File: src/rtl/seq_detector_if.sv
// Bus bundle for seq_detector: stream input, configuration load, counter
// control and the match/status outputs. clk and rst stay outside.
interface seq_detector_if #(
    parameter int unsigned MAX_LEN = 16,
    parameter int unsigned CNT_W   = 8
);
    localparam int unsigned LEN_W = $clog2(MAX_LEN + 1);

    logic               en;
    logic               stream_valid;
    logic               Stream;
    logic               cfg_wr;
    logic [MAX_LEN-1:0] cfg_pattern;
    logic [LEN_W-1:0]   cfg_len;
    logic               cfg_overlap;
    logic               cfg_sat;
    logic               count_clr;
    logic               Tone;
    logic [CNT_W-1:0]   Count;
    logic               count_ovf;
    logic               armed;

    // Producer of the stream and configuration
    modport master (
        output en, stream_valid, Stream, cfg_wr, cfg_pattern, cfg_len,
               cfg_overlap, cfg_sat, count_clr,
        input  Tone, Count, count_ovf, armed
    );

    // The detector itself
    modport slave (
        input  en, stream_valid, Stream, cfg_wr, cfg_pattern, cfg_len,
               cfg_overlap, cfg_sat, count_clr,
        output Tone, Count, count_ovf, armed
    );
endinterface

File: src/rtl/seq_detector.sv
// Serial pattern detector with runtime-loadable pattern/length, overlapping
// or non-overlapping matching, a one-cycle Tone pulse per match and a
// wrapping/saturating match counter with sticky overflow.
module seq_detector #(
    parameter int unsigned        MAX_LEN     = 16,
    parameter int unsigned        CNT_W       = 8,
    parameter logic [MAX_LEN-1:0] RST_PATTERN = MAX_LEN'('b101001),
    parameter int unsigned        RST_LEN     = 6,
    parameter bit                 RST_OVERLAP = 1'b1
) (
    input  logic          clk,
    input  logic          rst,
    seq_detector_if.slave bus
);
    localparam int unsigned LEN_W = $clog2(MAX_LEN + 1);

    typedef enum logic [1:0] {
        IDLE  = 2'd0,
        FILL  = 2'd1,
        ARMED = 2'd2
    } state_t;

    state_t             state;
    logic [MAX_LEN-1:0] pattern;
    logic [MAX_LEN-1:0] hist;
    logic [LEN_W-1:0]   len;
    logic [LEN_W-1:0]   fill;
    logic               overlap;
    logic               hit;
    logic               tone;
    logic [CNT_W-1:0]   count;
    logic               ovf;

    logic               accept;
    logic [MAX_LEN-1:0] hist_shift;
    logic [MAX_LEN:0]   len_one;
    logic [MAX_LEN-1:0] len_mask;
    logic [LEN_W:0]     fill_inc;
    logic [LEN_W-1:0]   fill_sat;
    logic [LEN_W-1:0]   cfg_len_clamped;
    logic               match;

    // Bit acceptance, shifted history, length mask and match decision
    always_comb begin
        accept          = bus.en & bus.stream_valid & ~bus.cfg_wr;
        hist_shift      = {hist[MAX_LEN-2:0], bus.Stream};
        len_one         = (MAX_LEN + 1)'(1) << len;
        len_mask        = MAX_LEN'(len_one - (MAX_LEN + 1)'(1));
        fill_inc        = (LEN_W + 1)'(fill) + (LEN_W + 1)'(1);
        fill_sat        = (fill_inc > (LEN_W + 1)'(MAX_LEN)) ? LEN_W'(MAX_LEN)
                                                             : LEN_W'(fill_inc);
        match           = accept && (fill_inc >= (LEN_W + 1)'(len)) &&
                          (((hist_shift ^ pattern) & len_mask) == '0);
        cfg_len_clamped = bus.cfg_len;
        if (bus.cfg_len == '0) begin
            cfg_len_clamped = LEN_W'(1);
        end else if (bus.cfg_len > LEN_W'(MAX_LEN)) begin
            cfg_len_clamped = LEN_W'(MAX_LEN);
        end
    end

    // Detector state machine: configuration, history shift and fill tracking
    always_ff @(posedge clk or posedge rst) begin
        if (rst) begin
            state   <= IDLE;
            pattern <= RST_PATTERN;
            len     <= LEN_W'(RST_LEN);
            overlap <= RST_OVERLAP;
            hist    <= '0;
            fill    <= '0;
            hit     <= 1'b0;
        end else begin
            // Match is held one cycle so Tone/Count land on the following edge
            hit <= match;
            if (bus.cfg_wr) begin
                pattern <= bus.cfg_pattern;
                len     <= cfg_len_clamped;
                overlap <= bus.cfg_overlap;
            end
            if (!bus.en) begin
                state <= IDLE;
                hist  <= '0;
                fill  <= '0;
            end else if (bus.cfg_wr) begin
                state <= FILL;
                hist  <= '0;
                fill  <= '0;
            end else if (match && !overlap) begin
                // Consumed bits may not seed the next match
                state <= FILL;
                hist  <= hist_shift;
                fill  <= '0;
            end else if (accept) begin
                hist  <= hist_shift;
                fill  <= fill_sat;
                state <= (fill_sat >= len) ? ARMED : FILL;
            end else if (state == IDLE) begin
                state <= FILL;
            end
        end
    end

    // Match counter with wrap/saturate selection and sticky overflow
    always_ff @(posedge clk or posedge rst) begin
        if (rst) begin
            tone  <= 1'b0;
            count <= '0;
            ovf   <= 1'b0;
        end else begin
            tone <= hit;
            if (hit) begin
                if (bus.count_clr) begin
                    count <= CNT_W'(1);
                    ovf   <= 1'b0;
                end else if (&count) begin
                    ovf <= 1'b1;
                    if (!bus.cfg_sat) begin
                        count <= '0;
                    end
                end else begin
                    count <= count + CNT_W'(1);
                end
            end else if (bus.count_clr) begin
                count <= '0;
                ovf   <= 1'b0;
            end
        end
    end

    assign bus.Tone      = tone;
    assign bus.Count     = count;
    assign bus.count_ovf = ovf;
    assign bus.armed     = (state == ARMED);
endmodule

File: src/flat_wrapper.sv
// flat-port wrapper written by rule: the top's interface ports become plain ports
module seq_detector_flat 
#(
    parameter int unsigned        MAX_LEN     = 16,
    parameter int unsigned        CNT_W       = 8,
    parameter logic [MAX_LEN-1:0] RST_PATTERN = MAX_LEN'('b101001),
    parameter int unsigned        RST_LEN     = 6,
    parameter bit                 RST_OVERLAP = 1'b1
)
  (clk, rst, bus_en, bus_stream_valid, bus_Stream, bus_cfg_wr, bus_cfg_pattern, bus_cfg_len, bus_cfg_overlap, bus_cfg_sat, bus_count_clr, bus_Tone, bus_Count, bus_count_ovf, bus_armed);
  seq_detector_if #(.MAX_LEN(MAX_LEN), .CNT_W(CNT_W)) bus_i ();
  input  logic clk;
  input  logic rst;
  input wire logic [$bits(bus_i.en)-1:0] bus_en;
  input wire logic [$bits(bus_i.stream_valid)-1:0] bus_stream_valid;
  input wire logic [$bits(bus_i.Stream)-1:0] bus_Stream;
  input wire logic [$bits(bus_i.cfg_wr)-1:0] bus_cfg_wr;
  input wire logic [$bits(bus_i.cfg_pattern)-1:0] bus_cfg_pattern;
  input wire logic [$bits(bus_i.cfg_len)-1:0] bus_cfg_len;
  input wire logic [$bits(bus_i.cfg_overlap)-1:0] bus_cfg_overlap;
  input wire logic [$bits(bus_i.cfg_sat)-1:0] bus_cfg_sat;
  input wire logic [$bits(bus_i.count_clr)-1:0] bus_count_clr;
  output wire logic [$bits(bus_i.Tone)-1:0] bus_Tone;
  output wire logic [$bits(bus_i.Count)-1:0] bus_Count;
  output wire logic [$bits(bus_i.count_ovf)-1:0] bus_count_ovf;
  output wire logic [$bits(bus_i.armed)-1:0] bus_armed;
  assign bus_i.en = bus_en;
  assign bus_i.stream_valid = bus_stream_valid;
  assign bus_i.Stream = bus_Stream;
  assign bus_i.cfg_wr = bus_cfg_wr;
  assign bus_i.cfg_pattern = bus_cfg_pattern;
  assign bus_i.cfg_len = bus_cfg_len;
  assign bus_i.cfg_overlap = bus_cfg_overlap;
  assign bus_i.cfg_sat = bus_cfg_sat;
  assign bus_i.count_clr = bus_count_clr;
  assign bus_Tone = bus_i.Tone;
  assign bus_Count = bus_i.Count;
  assign bus_count_ovf = bus_i.count_ovf;
  assign bus_armed = bus_i.armed;
  seq_detector #(.MAX_LEN(MAX_LEN), .CNT_W(CNT_W), .RST_PATTERN(RST_PATTERN), .RST_LEN(RST_LEN), .RST_OVERLAP(RST_OVERLAP)) u_core (.clk(clk), .rst(rst), .bus(bus_i));
endmodule
File: config.mk
export PLATFORM = sky130hd
export DESIGN_NAME = seq_detector_flat
export DESIGN_NICKNAME = d
export VERILOG_FILES = /design/src/rtl/seq_detector_if.sv /design/src/rtl/seq_detector.sv /design/src/flat_wrapper.sv
export SDC_FILE = /design/constraint.sdc
export NUM_CORES = 1
export LEC_CHECK = 0
export CAP_MARGIN = 20
export CORE_MARGIN = 2
export CORE_UTILIZATION = 55
export CTS_CLUSTER_DIAMETER = 50
export DETAILED_ROUTE_END_ITERATION = 6
export PLACE_DENSITY = 0.78
export RECOVER_POWER = 100
export SETUP_SLACK_MARGIN = 0.5
export SYNTH_ARGS = -nofsm -noshare
export SYNTH_HDL_FRONTEND = slang
export SYNTH_SLANG_ARGS = --single-unit
export TNS_END_PERCENT = 5
File: constraint.sdc
create_clock -name clk -period 8.3 [get_ports clk]
set_input_delay 0.83 -clock clk [delete_from_list [all_inputs] [get_ports clk]]
set_output_delay 0.83 -clock clk [all_outputs]
set_load 0.01 [all_outputs]
==> metrics, run 1 <==
# Max-Cap Violations 1; power density over the cells 146 nW/µm²; Root Buffer clkbuf_8; clock skew 0.00540 ns; vias in the first global route 2354; # resized after CTS 0; Final nets 384; I/O pins 41; hpwl dp 4420 µm; Starting Density 56.3%; cts bufs inserted 5; Compound-Gate Fraction of Synth Area 18.3%; failing checks capacitance limit, slew limit; LEAKAGE 1.58 nW; sequential area share after synthesis 44.9%; Slew headroom -88.7%; setup ws final 3.98 ns; synth warn 0; Antenna Nets Post-Route 0; dpl ws 4.66 ns; Die X 78.9 µm; Syn Std Cell Area 3080 µm²; xor-xnor portion of the synthesized cell area 5.68%; area of the core 5470 µm²; Die Height 78.9 µm; Slew Limit Fails 56; adder-cell share of the synthesized area 5.68%; Hold Violations, Final 0; Syn Area/Cell 10.0 µm²; first-pass GRT wire length 10600 µm; hold-fix buffer count after cts 0; Crit Path Class input port to flip-flop; Tmin final 4.32 ns; Final Cycle Share 52.1%; Die ar. 6220 µm²; synth unique cells 46; post-CTS setup buffer count 0; Rows 27; first drt pass iteration count 4; area grow syn2layout 16.3%; All-Layer GR Usage 21.3%; starting DRC count in detailed routing 112; H-Tree Depth 2; hold depth 2; number of synthesized flops with an enable pin 0; post-synthesis mux area share 6.54%; WL/cell 14.6 µm; Fmax 0.231 GHz; Num Clock Sinks 55; layout cells sized above 1 10.6%; Worst-Margin Slew 2.83 ns; DRC viols 0; gpl congestion 0.864; Worst R2R Path Depth 10; dominant register cell in the synthesized netlist dfrtp_1; largest net degree at the start of global routing 56; Synth Register Bits 55; DR vias/cell 5.82; maximum fanout along the worst path 27; crit path DAT 4.47 ns; clk slew on worst S/H paths 0.09 ns; Clock Tree Buf Depth 2; I/O Buffers 40; CP required 8.45 ns; via count 2403; CTS tree built; syn_nets 351; RSZ-0062 raised after global routing no; largest family of logic cells by synthesized area compound AO/OA/AOI/OAI gates; ANT cells 0; Clk Latency, worst-skew pair 0.30 ns; grt total ovfl 0; VDD IR-drop max 0.0000979 V; Post-synth ARST share 100%; CP startpoint kind input port; Setup crit end kind flip-flop; initial antenna violation count 0; Post-Synth Simple-Gate Area 15.7%; post-route setup TNS 0 ns; routed wire length 6020 µm; cell count after synthesis 307; Fillers 461; Hold/Removal Path Class flip-flop to flip-flop; status finished, violations left; Setup violations, final 0
==> registers in the layout (all words and copies together), names as in the netlist <==
signal / cells
u_core.len: 5
u_core.fill: 5
u_core.hit: 1
u_core.pattern: 16
u_core.overlap: 1
u_core.state: 2
u_core.bus.Tone: 1
u_core.bus.Count: 8
u_core.hist: 15
u_core.bus.count_ovf: 1
==> layer usage <==
metal / vias to the layer above / wire length [µm] / global-route usage (%)
met5: - / 0 / 0
li1: 1171 / - / -
met1: 1173 / 2720 / 27.8
met3: 8 / 213 / 3.41
met2: 51 / 3030 / 37.4
met4: 0 / 51 / 5.00
==> stage by stage <==
| step | utilization (%) | total power [mW] | hold slack [ns] | instance area [µm²] | std cells |
|---|---|---|---|---|---|
| 2_1_floorplan | - | 0.361 | 0.442 | 3080 | 307 |
| 3_5_place_dp | 64.5 | 0.393 | 0.469 | 3530 | 405 |
| 3_3_place_gp | 64.5 | 0.391 | 0.462 | 3530 | 405 |
| 5_1_grt | 65.5 | 0.555 | 0.505 | 3580 | 413 |
| 6_report | 65.5 | 0.523 | 0.485 | 3580 | 413 |
| 4_1_cts | 66.0 | 0.533 | 0.489 | 3610 | 413 |
==> cells in the final DEF, fill, tap and decap left out, types with 2 or more instances in the layout <==
cell type / instances
inv_1: 7
nand2b_1: 6
dlygate4sd3_1: 13
nand3b_1: 2
mux2_2: 17
nand2_1: 25
and3_1: 6
nor2b_1: 7
or2_2: 2
clkbuf_8: 5
ha_1: 14
nor4_1: 3
nand3_1: 11
xnor2_1: 9
nor3_1: 7
dfstp_2: 6
a21o_1: 2
o31ai_1: 4
o21ai_0: 34
o22ai_1: 4
clkbuf_1: 4
a221oi_1: 2
a21oi_1: 10
xor2_1: 11
o211ai_1: 3
a31oi_1: 3
clkdlybuf4s50_1: 27
nor2_1: 13
dfrtp_1: 49
a22o_1: 15
==> cell usage after synthesis, drive strengths merged, types with 3 or more instances <==
| master | n | area (µm²) |
|---|---|---|
| nand3 | 11 | 55.1 |
| mux2 | 17 | 191 |
| o31ai | 4 | 30.0 |
| clkbuf | 11 | 41.3 |
| nand2b | 6 | 37.5 |
| nand2 | 25 | 93.8 |
| nor4 | 3 | 33.8 |
| a22o | 15 | 131 |
| a31oi | 3 | 18.8 |
| o21ai | 34 | 170 |
| dfrtp | 49 | 1230 |
| xor2 | 11 | 96.3 |
| or2 | 3 | 18.8 |
| nor2b | 7 | 43.8 |
| ha | 14 | 175 |
| a221oi | 3 | 32.5 |
| o22ai | 4 | 25.0 |
| buf | 6 | 27.5 |
| o211ai | 3 | 22.5 |
| dfstp | 6 | 158 |
| xnor2 | 9 | 78.8 |
| a21oi | 10 | 50.1 |
| nor3 | 8 | 51.3 |
| nor2 | 13 | 48.8 |
| inv | 8 | 30.0 |
| and3 | 6 | 37.5 |
==> worst max-delay path: stages <==
cell	delay, ns
dlygate4sd3_1	0.53
clkbuf_1	0.49
and3b_1	0.80
o21ai_0	0.22
a2111oi_0	0.47
nand2_1	0.13
nor4_1	0.78
o21ai_0	0.21
==> power breakdown <==
group	internal [mW]	switching, mW
clock	0.0594	0.0793
combinational	0.0451	0.0430
sequential	0.281	0.0153
total	0.386	0.138
==> worst paths after layout <==
kind	from	end	slack [ns]
worst max-delay path	bus_cfg_wr	u_core.fill[1]	3.98
worst min-delay path	u_core.state[1]	u_core.state[1]	0.49
worst max register to register	u_core.len[3]	u_core.fill[1]	4.74
worst min register to register	u_core.state[1]	u_core.state[1]	0.49
max in group asynchronous	rst	u_core.hist[4]	4.67
min in group asynchronous	rst	u_core.pattern[15]	2.04
==> cell families after synthesis <==
| logic type | count (synthesis) |
|---|---|
| XOR/XNOR | 20 |
| AND/OR/NAND/NOR | 90 |
| AO/OA/AOI/OAI | 85 |
| flip-flops | 55 |
| multiplexers | 18 |
| buffers and inverters | 25 |
| adder cells (fa/ha/maj) | 14 |
==> layout make-up <==
cell class	instances	area, µm²	area share [%]
timing repair buffer	43	415	11.6
clock inverter	1	5.00	0.140
multi-input combinational	227	1580	44.2
clock buffer	7	76.3	2.13
sequential	55	1380	38.6
inverter	8	30.0	0.838
tap	72	90.1	2.51
Note: power is estimated with default switching activity, not from simulation.
==> run 2: changes to the inputs <==
==> constraint.sdc (replaced) <==
create_clock -name clk -period 4.5 [get_ports clk]
set_input_delay 0.45 -clock clk [delete_from_list [all_inputs] [get_ports clk]]
set_output_delay 0.45 -clock clk [all_outputs]
set_load 0.01 [all_outputs]
==> run 2 against run 1 <==
Net effect:
- non-clock buffer count grew 1
- clock power is 130% higher
- final area increased by 1.2%
- die area unchanged
- sequential cell count unchanged
- critical path type is now flip-flop to flip-flop
- combinational power up 88%
- total power increased by 97%
- utilization increased by 0.80 points
- sequential share of layout area shrank 0.47 points
- the run still ends with capacitance limit, slew limit left
- global-route usage up 0.90 points
- routed wire length is 3.4% higher
==> metrics, run 2 (synthesized netlist as in run 1, its figures left out) <==
status finished, violations left; failing checks capacitance limit, slew limit; DR vias/cell 5.93; Die Height 78.9 µm; fin area 3630 µm²; Tmin final 3.51 ns; power density over the cells 284 nW/µm²; gpl congestion 0.845; ANT cells 0; Final Cycle Share 77.9%; Worst-Margin Slew 2.92 ns; largest net degree at the start of global routing 56; CTS tree built; max FFs per register 16; crit path DAT 3.68 ns; WL/cell 15.1 µm; hold slack 0.489 ns; initial antenna violation count 0; RSZ-0062 raised after global routing no; clock skew 0.00511 ns; hold-fix buffer count after cts 0; dpl cell area 3540 µm²; dpl ws 1.41 ns; Slew Limit Fails 56; setup ws final 0.994 ns; Starting Density 56.3%; Hold/Removal Path Class flip-flop to flip-flop; area of the core 5470 µm²; starting DRC count in detailed routing 96; Setup violations, final 0; Die ar. 6220 µm²; CP startpoint kind flip-flop; first-pass GRT wire length 11000 µm; VDD IR-drop max 0.000190 V; clk slew on worst S/H paths 0.10 ns; I/O Buffers 40; cts bufs inserted 5; grt total ovfl 0; commonest non-fill, non-tap cell in the layout dfrtp_1; Slew headroom -94.3%; All-Layer GR Usage 22.2%; Num Clock Sinks 55; Root Buffer clkbuf_8; hpwl dp 4430 µm; Rows 27; Clock Tree Buf Depth 2; via count 2451; # Max-Cap Violations 1; CP required 4.67 ns; post-CTS setup buffer count 0; routed wire length 6220 µm; Crit Path Class flip-flop to flip-flop; Finished Core Util 66.3%; Finished Layout Cells 413; Largest Register u_core.pattern; post-route setup TNS 0 ns; # resized after CTS 0; vias in the first global route 2321; DRC viols 0; H-Tree Depth 2; Final nets 385; Die X 78.9 µm; area grow syn2layout 17.7%; layout cells sized above 1 10.9%; Fmax 0.285 GHz; Clk Latency, worst-skew pair 0.30 ns; maximum fanout along the worst path 14; Hold Violations, Final 0; first drt pass iteration count 4; I/O pins 41; Post-Place Cells 406; Total Power 1.03 mW; Setup crit end kind flip-flop; LEAKAGE 1.60 nW; Antenna Nets Post-Route 0; commonest non-fill, non-tap cells in the layout dfrtp_1, o21ai_0, clkdlybuf4s50_1
==> run 2: worst max-delay path, stage by stage (launching register included) <==
cell      delay, ns
dfstp_1        0.77
inv_1          0.20
nand3_1        0.19
ha_1           0.44
nor3_1         0.16
a31oi_1        0.21
o22ai_1        0.11
a221oi_1       0.33
o311ai_0       0.33
nor4_4         0.48
o21ai_0        0.15
==> run 2: power by group <==
part           leakage [nW]  total (mW)  switching, mW  internal [mW]
Clock                0.0513       0.317          0.154          0.163
Combinational         0.837       0.166         0.0828         0.0831
Sequential            0.711       0.547         0.0286          0.519
Total                  1.60        1.03          0.265          0.765
==> run 2: final cells by class <==
class                      instances  area, µm²
clock inverter                     1       30.0
multi-input combinational        227       1600
tap                               72       90.1
clock buffer                       6       72.6
sequential                        55       1380
timing repair buffer              44        423
inverter                           8       30.0
fill                             452       1850
==> run 2: per-layer routing <==
metal	routed length [µm]	GRT usage, %	up-vias	share of wire, %
met1	2840	30.4	1194	46
met4	116	7.24	0	1.9
met2	3060	36.2	68	49
li1	-	-	1178	-
met5	0	0	-	0
met3	208	3.64	11	3.3
==> run 2: final timing paths <==
path | from | end | slack [ns] | cells past startpoint
setup / recovery | u_core.len[1] | u_core.fill[1] | 0.99 | 10
hold / removal | u_core.state[1] | u_core.state[1] | 0.49 | 2
setup reg to reg | u_core.len[1] | u_core.fill[1] | 0.99 | 10
hold reg to reg | u_core.state[1] | u_core.state[1] | 0.49 | 2
max in group asynchronous | rst | u_core.fill[3] | 1.18 | 3
min in group asynchronous | rst | u_core.pattern[15] | 1.69 | 3
